<file path="config.mk">
export PLATFORM = sky130hd
export DESIGN_NAME = dram_sched
export DESIGN_NICKNAME = d
export VERILOG_FILES = /design/src/rtl/dram_sched.sv
export SDC_FILE = /design/constraint.sdc
export NUM_CORES = 1
export LEC_CHECK = 0
export ABC_AREA = 1
export CORE_ASPECT_RATIO = 1.5
export CORE_MARGIN = 3
export CORE_UTILIZATION = 30
export CTS_BUF_LIST = sky130_fd_sc_hd__clkbuf_4 sky130_fd_sc_hd__clkbuf_8
export DETAILED_ROUTE_END_ITERATION = 8
export GPL_TIMING_DRIVEN = 0
export PLACE_DENSITY_LB_ADDON = 0.1
export SYNTH_ARGS = -nofsm -noshare
export SYNTH_HDL_FRONTEND = slang
export SYNTH_SLANG_ARGS = --single-unit
</file>
<file path="constraint.sdc">
create_clock -name clk -period 1.5 [get_ports clk]
set_input_delay 0.3 -clock clk [delete_from_list [all_inputs] [get_ports clk]]
set_output_delay 0.3 -clock clk [all_outputs]
set_load 0.02 [all_outputs]
</file>
<file path="src/rtl/dram_sched.sv">
// rtl/dram_sched.sv - shared DRAM sequencer for video, sound and CPU with fixed-priority arbitration
// Optional CAS-before-RAS refresh generator is compiled in with DRAM_REFRESH_EN.
module dram_sched #(
    parameter int PRE_CYCLES   = 2,
    parameter int CPU_MAX_WAIT = 2,
    parameter int REFRESH_DIV  = 256
) (
    input  logic       clk,
    input  logic       n_res,
    input  logic       vid_req,
    input  logic       snd_req,
    input  logic       cpu_req,
    input  logic       cpu_rw,
    output logic       vid_ack,
    output logic       snd_ack,
    output logic       cpu_ack,
    output logic       n_ras,
    output logic       n_cas,
    output logic       row_col,
    output logic [1:0] addr_sel,
    output logic       n_we,
    output logic       n_buf_oe,
    output logic       buf_dir,
    output logic       n_vid_ld,
    output logic       busy
);

    typedef enum logic [2:0] {
        IDLE    = 3'd0,
        RAS     = 3'd1,
        MUX     = 3'd2,
        CAS     = 3'd3,
        PRE     = 3'd4
`ifdef DRAM_REFRESH_EN
        , CBR_CAS = 3'd5,
        CBR_RAS = 3'd6
`endif
    } state_t;

    typedef enum logic [1:0] {
        OWN_CPU = 2'd0,
        OWN_VID = 2'd1,
        OWN_SND = 2'd2,
        OWN_REF = 2'd3
    } owner_t;

    localparam logic [1:0] LOSE_MAX = 2'(CPU_MAX_WAIT);
    localparam logic [1:0] PRE_LAST = 2'(PRE_CYCLES - 1);

    if (PRE_CYCLES < 1 || PRE_CYCLES > 3 || CPU_MAX_WAIT < 1 || CPU_MAX_WAIT > 3 ||
        REFRESH_DIV < 2) begin : g_bad_param
        $error("dram_sched: parameter out of range");
    end

    state_t     state_q, state_d;
    owner_t     owner_q, owner_d;
    logic       rw_q, rw_d;
    logic [1:0] lose_q, lose_d;
    logic [1:0] pre_cnt_q, pre_cnt_d;
    logic [1:0] addr_sel_q, addr_sel_d;
    logic       vid_ack_q, vid_ack_d, snd_ack_q, snd_ack_d, cpu_ack_q, cpu_ack_d;
    logic       n_ras_q, n_ras_d, n_cas_q, n_cas_d, row_col_q, row_col_d;
    logic       n_we_q, n_we_d, n_buf_oe_q, n_buf_oe_d, buf_dir_q, buf_dir_d;
    logic       n_vid_ld_q, n_vid_ld_d, busy_q, busy_d;
    logic       grant;

`ifdef DRAM_REFRESH_EN
    localparam int DIV_W = $clog2(REFRESH_DIV);
    logic [DIV_W-1:0] div_q, div_d;
    logic             ref_pend_q, ref_pend_d;

    // Divider is frozen while a refresh is pending and restarts when it is granted.
    always_comb begin
        div_d      = div_q;
        ref_pend_d = ref_pend_q;
        if (state_q == IDLE && ref_pend_q) begin
            ref_pend_d = 1'b0;
            div_d      = '0;
        end else if (!ref_pend_q) begin
            if (div_q == DIV_W'(REFRESH_DIV - 1)) begin
                ref_pend_d = 1'b1;
                div_d      = '0;
            end else begin
                div_d = div_q + 1'b1;
            end
        end
    end
`endif

    always_comb begin
        state_d    = state_q;
        owner_d    = owner_q;
        rw_d       = rw_q;
        lose_d     = lose_q;
        pre_cnt_d  = pre_cnt_q;
        addr_sel_d = addr_sel_q;
        grant      = 1'b0;
        case (state_q)
            IDLE: begin
`ifdef DRAM_REFRESH_EN
                if (ref_pend_q) begin
                    grant   = 1'b1;
                    owner_d = OWN_REF;
                end else
`endif
                if (cpu_req && lose_q == LOSE_MAX) begin
                    grant   = 1'b1;
                    owner_d = OWN_CPU;
                end else if (vid_req) begin
                    grant   = 1'b1;
                    owner_d = OWN_VID;
                end else if (snd_req) begin
                    grant   = 1'b1;
                    owner_d = OWN_SND;
                end else if (cpu_req) begin
                    grant   = 1'b1;
                    owner_d = OWN_CPU;
                end
                if (grant) begin
                    rw_d = cpu_rw;
`ifdef DRAM_REFRESH_EN
                    if (owner_d == OWN_REF) state_d = CBR_CAS;
                    else
`endif
                    begin
                        state_d    = RAS;
                        addr_sel_d = owner_d;
                    end
                end
                // Lose counter saturates at the forcing threshold.
                if (!cpu_req || (grant && owner_d == OWN_CPU)) lose_d = '0;
                else if (grant && lose_q != LOSE_MAX) lose_d = lose_q + 2'd1;
            end
            RAS: state_d = MUX;
            MUX: state_d = CAS;
            CAS: begin
                state_d   = PRE;
                pre_cnt_d = '0;
            end
            PRE: begin
                if (pre_cnt_q == PRE_LAST) state_d = IDLE;
                else pre_cnt_d = pre_cnt_q + 2'd1;
            end
`ifdef DRAM_REFRESH_EN
            CBR_CAS: state_d = CBR_RAS;
            CBR_RAS: begin
                state_d   = PRE;
                pre_cnt_d = '0;
            end
`endif
            default: state_d = IDLE;
        endcase
    end

    // Outputs are decoded from the next state so every pin comes straight off a flop.
    always_comb begin
        vid_ack_d  = 1'b0;
        snd_ack_d  = 1'b0;
        cpu_ack_d  = 1'b0;
        n_ras_d    = 1'b1;
        n_cas_d    = 1'b1;
        row_col_d  = 1'b0;
        n_we_d     = 1'b1;
        n_buf_oe_d = 1'b1;
        n_vid_ld_d = 1'b1;
        case (state_d)
            RAS: n_ras_d = 1'b0;
            MUX: begin
                n_ras_d   = 1'b0;
                row_col_d = 1'b1;
                if (owner_d == OWN_CPU) begin
                    n_buf_oe_d = 1'b0;
                    n_we_d     = rw_d;
                end
            end
            CAS: begin
                n_ras_d   = 1'b0;
                n_cas_d   = 1'b0;
                row_col_d = 1'b1;
                vid_ack_d = (owner_d == OWN_VID);
                snd_ack_d = (owner_d == OWN_SND);
                cpu_ack_d = (owner_d == OWN_CPU);
                if (owner_d == OWN_CPU) begin
                    n_buf_oe_d = 1'b0;
                    n_we_d     = rw_d;
                end
            end
            PRE: n_vid_ld_d = !(state_q == CAS && owner_q == OWN_VID);
`ifdef DRAM_REFRESH_EN
            CBR_CAS: n_cas_d = 1'b0;
            CBR_RAS: begin
                n_cas_d = 1'b0;
                n_ras_d = 1'b0;
            end
`endif
            default: ;
        endcase
        busy_d    = (state_d != IDLE);
        buf_dir_d = busy_d && owner_d == OWN_CPU && !rw_d;
    end

    always_ff @(posedge clk or negedge n_res) begin
        if (!n_res) begin
            state_q    <= IDLE;
            owner_q    <= OWN_CPU;
            rw_q       <= 1'b1;
            lose_q     <= '0;
            pre_cnt_q  <= '0;
            addr_sel_q <= '0;
            vid_ack_q  <= 1'b0;
            snd_ack_q  <= 1'b0;
            cpu_ack_q  <= 1'b0;
            n_ras_q    <= 1'b1;
            n_cas_q    <= 1'b1;
            row_col_q  <= 1'b0;
            n_we_q     <= 1'b1;
            n_buf_oe_q <= 1'b1;
            buf_dir_q  <= 1'b0;
            n_vid_ld_q <= 1'b1;
            busy_q     <= 1'b0;
`ifdef DRAM_REFRESH_EN
            div_q      <= '0;
            ref_pend_q <= 1'b0;
`endif
        end else begin
            state_q    <= state_d;
            owner_q    <= owner_d;
            rw_q       <= rw_d;
            lose_q     <= lose_d;
            pre_cnt_q  <= pre_cnt_d;
            addr_sel_q <= addr_sel_d;
            vid_ack_q  <= vid_ack_d;
            snd_ack_q  <= snd_ack_d;
            cpu_ack_q  <= cpu_ack_d;
            n_ras_q    <= n_ras_d;
            n_cas_q    <= n_cas_d;
            row_col_q  <= row_col_d;
            n_we_q     <= n_we_d;
            n_buf_oe_q <= n_buf_oe_d;
            buf_dir_q  <= buf_dir_d;
            n_vid_ld_q <= n_vid_ld_d;
            busy_q     <= busy_d;
`ifdef DRAM_REFRESH_EN
            div_q      <= div_d;
            ref_pend_q <= ref_pend_d;
`endif
        end
    end

    assign vid_ack  = vid_ack_q;
    assign snd_ack  = snd_ack_q;
    assign cpu_ack  = cpu_ack_q;
    assign n_ras    = n_ras_q;
    assign n_cas    = n_cas_q;
    assign row_col  = row_col_q;
    assign addr_sel = addr_sel_q;
    assign n_we     = n_we_q;
    assign n_buf_oe = n_buf_oe_q;
    assign buf_dir  = buf_dir_q;
    assign n_vid_ld = n_vid_ld_q;
    assign busy     = busy_q;

endmodule

</file>
==> results of run 1 <==
==> through the flow <==
stage	setup TNS, ns	util (%)	std cells	total power [uW]	setup slack [ns]
3_3_place_gp	-2.05	39.0	165	2390	-0.111
2_1_floorplan	0	-	107	1950	0.347
5_1_grt	0	40.5	169	2900	0.0264
4_1_cts	0	40.1	169	2730	0
6_report	0	40.5	169	2680	0.103
3_5_place_dp	-2.25	39.0	165	2410	-0.122
==> cell usage after synthesis (all sizes together) <==
cell type / instances / area, sq um
nand2: 40 / 185
dfrtp: 17 / 425
inv: 16 / 65.1
nor2: 8 / 51.3
dfstp: 6 / 158
o21ai: 6 / 30.0
nand3: 5 / 30.0
ha: 2 / 25.0
nand3b: 2 / 18.8
nor3: 2 / 10.0
clkinv: 1 / 3.75
nand4: 1 / 6.26
or2: 1 / 6.26
==> layout make-up <==
type,count,area (sq um)
multi-input cells,67,368
fillers,353,1900
repair buffers,18,175
clock buffers,3,41.3
well taps,40,50.0
clock inverters,1,5.00
inverters,17,68.8
flip-flops and latches,23,583
==> kinds of logic after synthesis <==
group	after synthesis	synth area share, %
compound gates	6	2.96
fa+ha+maj	2	2.47
buf+inv	17	6.78
flops	23	57.5
simple gates	59	30.3
==> path summary, 6_finish.rpt <==
path / end / start / slack (ns)
setup / recovery: n_cas / n_cas$_DFF_PN1_ / 0.10
hold / removal: addr_sel[0]$_DFFE_PN0P_ / addr_sel[0]$_DFFE_PN0P_ / 0.49
setup reg to reg: cpu_ack$_DFF_PN0_ / lose_q[0]$_DFFE_PN0P_ / 0.19
hold reg to reg: addr_sel[0]$_DFFE_PN0P_ / addr_sel[0]$_DFFE_PN0P_ / 0.49
max in group asynchronous: row_col$_DFF_PN0_ / n_res / 0.29
min in group asynchronous: addr_sel[1]$_DFFE_PN0P_ / n_res / 0.60
==> worst min-delay path: cells and delay by family, from the launching register on <==
family | cells | cell delay [ns]
flops | 1 | 0.35
compound gates | 1 | 0.06
simple gates | 1 | 0.05
==> power by group through the flow <==
stage | registers (uW) | logic [uW] | clock network, uW
finish | 1030 | 1270 | 377
global route | 1060 | 1420 | 418
CTS | 1040 | 1290 | 398
detailed placement | 1060 | 1360 | 0
global placement | 1050 | 1340 | 0
floorplan | 1200 | 746 | 0
==> registers in the layout, indices dropped and copies added, names as in the netlist <==
signal and flops:
addr_sel 2, buf_dir 1, busy 1, cpu_ack 1, lose_q 2, n_buf_oe 1
n_cas 1, n_ras 1, n_vid_ld 1, n_we 1, owner_q 2, pre_cnt_q 2
row_col 1, rw_q 1, snd_ack 1, state_q 3, vid_ack 1
==> layer usage <==
layer / part of all wire [%] / track usage [%] / wire [um] / vias to the layer above
li1: - / - / - / 370
met1: 40 / 11.5 / 752 / 340
met2: 53 / 17.7 / 989 / 12
met3: 4.6 / 2.33 / 86 / 4
met4: 2.0 / 4.60 / 38 / 0
met5: 0 / 0 / 0 / -
==> impl_summary.log, run 1 <==
INFO  metric status = finished clean
INFO  metric clkTransAtPathRegs = 0.08 ns
INFO  metric layout-area-overhead-vs-synth = 27.3%
INFO  metric htreeDepth = 1
INFO  metric power_switching_share = 42.9%
INFO  metric layout_worst_path_cycle_share = 93.2%
INFO  metric tritoncts.num_buffers = 3
INFO  metric synth.cell_area = 1010 sq um
INFO  metric layout.nets = about 140
INFO  metric reg2reg_depth = 10
INFO  metric layout_common_cells = nand2_1, dfrtp_1, inv_1, dlygate4sd2_1, dfstp_2
INFO  metric initial_utilization = a little under a third
INFO  metric internal_power = 1530 uW
INFO  metric power.density = 2070 nW/um^2
INFO  metric ir_worst_vdd = 0.000660 V
INFO  metric timing.critical_path.from_type = flop
INFO  metric area_of_the_die = 4130 sq um
INFO  metric numPortBuffers = 18
INFO  metric netlist-cell-type-count = 22
INFO  metric total_leakage_power = a little under 0.0007 uW
INFO  metric drc_errors = 0
INFO  metric core_area = 3190 sq um
INFO  metric period_minus_slack = around 1.4 ns
INFO  metric grt_pass1_vias = between 700 and 800
INFO  metric worst_path_max_delay_cell = dfstp_2
INFO  metric worst_skew_pair.late_latency = 0.26 ns
INFO  metric hold_buffers = 0
INFO  metric worst-path-buf-inv = 1
INFO  metric antenna-diode-count = 0
INFO  metric p_clk_share = 14.1%
INFO  metric syn_nets = 115
INFO  metric worst_ep_arrival_time = 1.10 ns
INFO  metric end_kind = output pin
INFO  metric power.net_switching = 1150 uW
INFO  metric timing.max_cap.violations = 0
INFO  metric final_worst_clock_skew = roughly 0.0013 ns
INFO  metric hold_ws = 0.485 ns
INFO  metric synth.avg_cell_area = 9.48 sq um
INFO  metric setup_violations = 0
INFO  metric cts_max_path_buffers = 2
INFO  metric critical_path.cell_chain = dlygate4sd2_1
INFO  metric setup_repair_after_global_routing_missed_its_margin = false
INFO  metric hold_removal_path_class = flop to flop
INFO  metric maxClockFrequency = 0.716 GHz
INFO  metric hold_path_depth = 2
INFO  metric cpPeakStageDelay = 0.52 ns
INFO  metric ys_ff_latch = 23
INFO  metric hold_violations = 0
INFO  metric worst-slew-pin-transition = 1.02 ns
INFO  metric dieHeight = around 77 um
INFO  metric dp_hpwl = 1480 um
INFO  metric drt_first_pass_iters = 4
INFO  metric routed_wire_length_per_instance = between 10 and 15 um
INFO  metric grt_start_max_net_pins = 24
INFO  metric fp.dieW = approximately 53 um
INFO  metric synth.yosys.seq_area_share = a little under three fifths
INFO  metric syn-instance-count = 107
INFO  metric cts_tree = yes
INFO  metric slew_headroom = approximately a third
INFO  metric cp_data_required_time = 1.20 ns
INFO  metric clock_root_buffer_master = clkbuf_8
INFO  metric postCtsSetupBuffers = 0
INFO  metric initial_antenna_violation_count = 0
INFO  metric dr_total_vias = ~730
INFO  metric drive_above_1_share = 23.3%
INFO  metric groute.usage.overall = 10.3%
INFO  metric path_class = flop to output pin
INFO  metric detail-route-antenna-nets = 0
INFO  metric worst-path-stages = 1
INFO  metric grt_first_pass_wirelength = 3140 um
INFO  metric grt_total_ovfl = 0
INFO  metric drt-vias-per-instance = ~4.3
INFO  metric combinational_fraction_of_design_power = 47.3%
INFO  metric portion_of_total_power_attributed_to_sequential_cells = between 30% and 40%
INFO  metric post_cts.resized_instances = 10
INFO  metric ys_warn_count = 0
INFO  metric first_iter_violations = 16
INFO  metric final_max_slew_viol_count = 0
INFO  metric global_placer_s_final_weighted_congestion = 0.751
INFO  metric rows = 25
INFO  metric layout.cells.most_common = nand2_1
INFO  metric pin_count = 19
INFO  metric dpl-instance-area = 1240 sq um
INFO  metric routed_wl = 1870 um
INFO  metric numClockSinks = 23
INFO  metric worst_path_dominant_cell_family = flip-flops
INFO  metric crit_path_max_fanout = 1
INFO  metric final_area = 1290 sq um
(Power assumes the default switching activity.)
==> run 2, diff against run 1 <==
--- a/config.mk
+++ b/config.mk
@@ -10,9 +10,10 @@
 export CORE_MARGIN = 3
 export CORE_UTILIZATION = 30
 export CTS_BUF_LIST = sky130_fd_sc_hd__clkbuf_4 sky130_fd_sc_hd__clkbuf_8
+export CTS_CLUSTER_SIZE = 40
 export DETAILED_ROUTE_END_ITERATION = 8
 export GPL_TIMING_DRIVEN = 0
-export PLACE_DENSITY_LB_ADDON = 0.1
+export PLACE_DENSITY = 0.63
 export SYNTH_ARGS = -nofsm -noshare
 export SYNTH_HDL_FRONTEND = slang
 export SYNTH_SLANG_ARGS = --single-unit
==> run 2 against run 1 <==
Effect of this change:
- final area grew 0.39%
- largest power group unchanged
- core utilization grew 0.16 points
- non-clock buffer count is the same
==> impl_summary.log, run 2 (synthesized netlist as in run 1, its figures left out) <==
INFO  metric status = finished clean (unchanged)
INFO  metric end_kind = output pin (unchanged)
INFO  metric flip_flop_count_of_the_largest_register_after_layout = 3 (unchanged)
INFO  metric worst_path_dominant_cell_family = flip-flops (unchanged)
INFO  metric tritoncts.num_buffers = 3 (unchanged)
INFO  metric worst-slew-pin-transition = 1.01 ns (was 1.02 ns)
INFO  metric drive_above_1_share = 24.8% (was 23.3%)
INFO  metric initial_antenna_violation_count = 0 (unchanged)
INFO  metric hold_violations = 0 (unchanged)
INFO  metric grt-busiest-layer = met2 (unchanged)
INFO  metric groute.layer.met2.usage = 19.2% (was 17.7%)
INFO  metric power.density = 2080 nW/um^2 (was 2070 nW/um^2)
INFO  metric worst_path_max_delay_cell = dfstp_2 (unchanged)
INFO  metric cts_tree = yes (unchanged)
INFO  metric final_worst_clock_skew = 0.00284 ns (was 0.00127 ns)
INFO  metric groute.usage.overall = 11.1% (was 10.3%)
INFO  metric routed_wire_length_per_instance = 11.3 um (was 11.0 um)
INFO  metric power.net_switching = 1170 uW (was 1150 uW)
INFO  metric rows = 25 (unchanged)
INFO  metric layout.cells.most_common = nand2_1 (unchanged)
INFO  metric drc_errors = 0 (unchanged)
INFO  metric clkTransAtPathRegs = 0.08 ns (about the same)
INFO  metric max_flop_register = state_q (unchanged)
INFO  metric setup_violations = 0 (unchanged)
INFO  metric drt-vias-per-instance = 4.49 (was 4.30)
INFO  metric clock_root_buffer_master = clkbuf_8 (unchanged)
INFO  metric worst_ep_arrival_time = 1.11 ns (was 1.10 ns)
INFO  metric ir_worst_vdd = 0.000944 V (was 0.000660 V)
INFO  metric worst_skew_pair.late_latency = 0.26 ns (about the same)
INFO  metric worst-path-buf-inv = 1 (unchanged)
INFO  metric numPortBuffers = 18 (unchanged)
INFO  metric p_clk_share = 13.9% (was 14.1%)
INFO  metric grt_start_max_net_pins = 24 (unchanged)
INFO  metric dieHeight = 77.2 um (unchanged)
INFO  metric drt_first_pass_iters = 4 (unchanged)
INFO  metric postCtsSetupBuffers = 0 (unchanged)
INFO  metric routed_wl = 1910 um (was 1870 um)
INFO  metric path_class = flop to output pin (unchanged)
INFO  metric period_minus_slack = 1.41 ns (was 1.40 ns)
INFO  metric dr_total_vias = 758 (was 726)
INFO  metric layout.nets = 138 (unchanged)
INFO  metric pin_count = 19 (unchanged)
INFO  metric htreeDepth = 1 (unchanged)
INFO  metric cp_data_required_time = 1.20 ns (about the same)
INFO  metric maxClockFrequency = 0.708 GHz (was 0.716 GHz)
INFO  metric first_iter_violations = 16 (unchanged)
INFO  metric global_placer_s_final_weighted_congestion = 0.732 (was 0.751)
INFO  metric grt_pass1_vias = 764 (was 710)
INFO  metric timing.critical_path.from_type = flop (unchanged)
INFO  metric cts_max_path_buffers = 2 (unchanged)
INFO  metric critical_path.cell_chain = dlygate4sd2_1 (unchanged)
INFO  metric fp.dieW = 53.5 um (unchanged)
INFO  metric finalPower = 2700 uW (was 2680 uW)
INFO  metric global_route.usage.met3 = 1.94% (was 2.33%)
INFO  metric antenna-diode-count = 0 (unchanged)
INFO  metric initial_utilization = 31.8% (unchanged)
INFO  metric crit_path_max_fanout = 1 (unchanged)
INFO  metric portion_of_total_power_attributed_to_sequential_cells = 38.9% (was 38.6%)
INFO  metric total_leakage_power = 0.000686 uW (was 0.000677 uW)
INFO  metric final_max_slew_viol_count = 0 (unchanged)
INFO  metric core_area = 3190 sq um (unchanged)
INFO  metric hold_buffers = 0 (unchanged)
INFO  metric met1_usage = 12.1% (was 11.5%)
INFO  metric timing.max_cap.violations = 0 (unchanged)
INFO  metric combinational_fraction_of_design_power = 47.3% (about the same)
INFO  metric power_switching_share = 43.2% (was 42.9%)
INFO  metric setup_repair_after_global_routing_missed_its_margin = false (unchanged)
INFO  metric dp_hpwl = 1480 um (about the same)
INFO  metric cpPeakStageDelay = 0.53 ns (was 0.52 ns)
INFO  metric layout-area-overhead-vs-synth = 27.7% (was 27.3%)
INFO  metric layout_worst_path_cycle_share = 94.1% (was 93.2%)
INFO  metric slew_headroom = 32.7% (was 31.5%)
INFO  metric layout_common_cells = nand2_1, dfrtp_1, inv_1, dlygate4sd2_1 (was nand2_1, dfrtp_1, inv_1, dlygate4sd2_1, dfstp_2)
INFO  metric final.fill_count = 328 (was 353)
INFO  metric hold_removal_path_class = flop to flop (unchanged)
INFO  metric hold_ws = 0.487 ns (was 0.485 ns)
INFO  metric detail-route-antenna-nets = 0 (unchanged)
INFO  metric grt_total_ovfl = 0 (unchanged)
INFO  metric numClockSinks = 23 (unchanged)
INFO  metric internal_power = 1530 uW (about the same)
INFO  metric grt_first_pass_wirelength = 3350 um (was 3140 um)
INFO  metric area_of_the_die = 4130 sq um (unchanged)
[run 2: cell counts in the layout (fill, tap and decap cells not counted)]
Identical to the previous run, type by type.
[run 2: per-stage QoR]
stage / worst slack [ns] / instance area, sq um / setup TNS (ns) / cells / util [%]
2_1_floorplan: 0.347 / 1010 / 0 / 107 / -
3_3_place_gp: -0.0754 / 1240 / -0.702 / 165 / 39.0
3_5_place_dp: -0.0927 / 1240 / -1.41 / 165 / 39.0
4_1_cts: 0.00634 / 1280 / 0 / 169 / 40.1
5_1_grt: 0.00341 / 1300 / 0 / 169 / 40.6
6_report: 0.0882 / 1300 / 0 / 169 / 40.6
[run 2: path summary, 6_finish.rpt]
path                                    startpoint                  endpoint  slack, ns  depth (start not counted)
setup / recovery                   n_cas$_DFF_PN1_                     n_cas       0.09                          1
hold / removal             addr_sel[0]$_DFFE_PN0P_   addr_sel[0]$_DFFE_PN0P_       0.49                          2
setup reg to reg             lose_q[0]$_DFFE_PN0P_         cpu_ack$_DFF_PN0_       0.16                         10
hold reg to reg            addr_sel[0]$_DFFE_PN0P_   addr_sel[0]$_DFFE_PN0P_       0.49                          2
max in group asynchronous                    n_res  pre_cnt_q[0]$_DFFE_PN0P_       0.30                          1
min in group asynchronous                    n_res         vid_ack$_DFF_PN0_       0.58                          1
[run 2: per-layer routing]
metal | up-vias | part of all wire (%)
met5 | - | 0
met4 | 0 | 2.5
met3 | 5 | 3.9
met2 | 19 | 56
met1 | 365 | 38
li1 | 369 | -
[run 2: what timing repair did]
action / 4_1_cts / 5_1_grt
gates resized for setup: 10 / 6
endpoints found under the setup margin: 10 / 4
pin swaps: 0 / 1
gates cloned: 0 / 0
[run 2: cell type report]
cell class | instances | area (sq um) | share of cell area, %
Timing Repair Buffer | 18 | 175 | 13.5
Sequential cell | 23 | 583 | 45.0
Tap cell | 40 | 50.0 | 3.86
Inverter | 17 | 68.8 | 5.31
Clock inverter | 1 | 5.00 | 0.386
Multi-Input combinational cell | 67 | 373 | 28.8
Clock buffer | 3 | 41.3 | 3.19
[run 2: tightest hold or removal path, cell delays in order, from the launching register on]
cell and delay [ns]:
dfrtp_1 0.34, nand2_1 0.05, o21ai_0 0.06
[run 2: power by group through the flow]
stage | clock network (uW) | registers [uW] | logic [uW]
after CTS | 391 | 1050 | 1270
after floorplan | 0 | 1200 | 746
after global placement | 0 | 1050 | 1330
after detailed placement | 0 | 1070 | 1340
after global routing | 429 | 1070 | 1420
final | 375 | 1050 | 1280
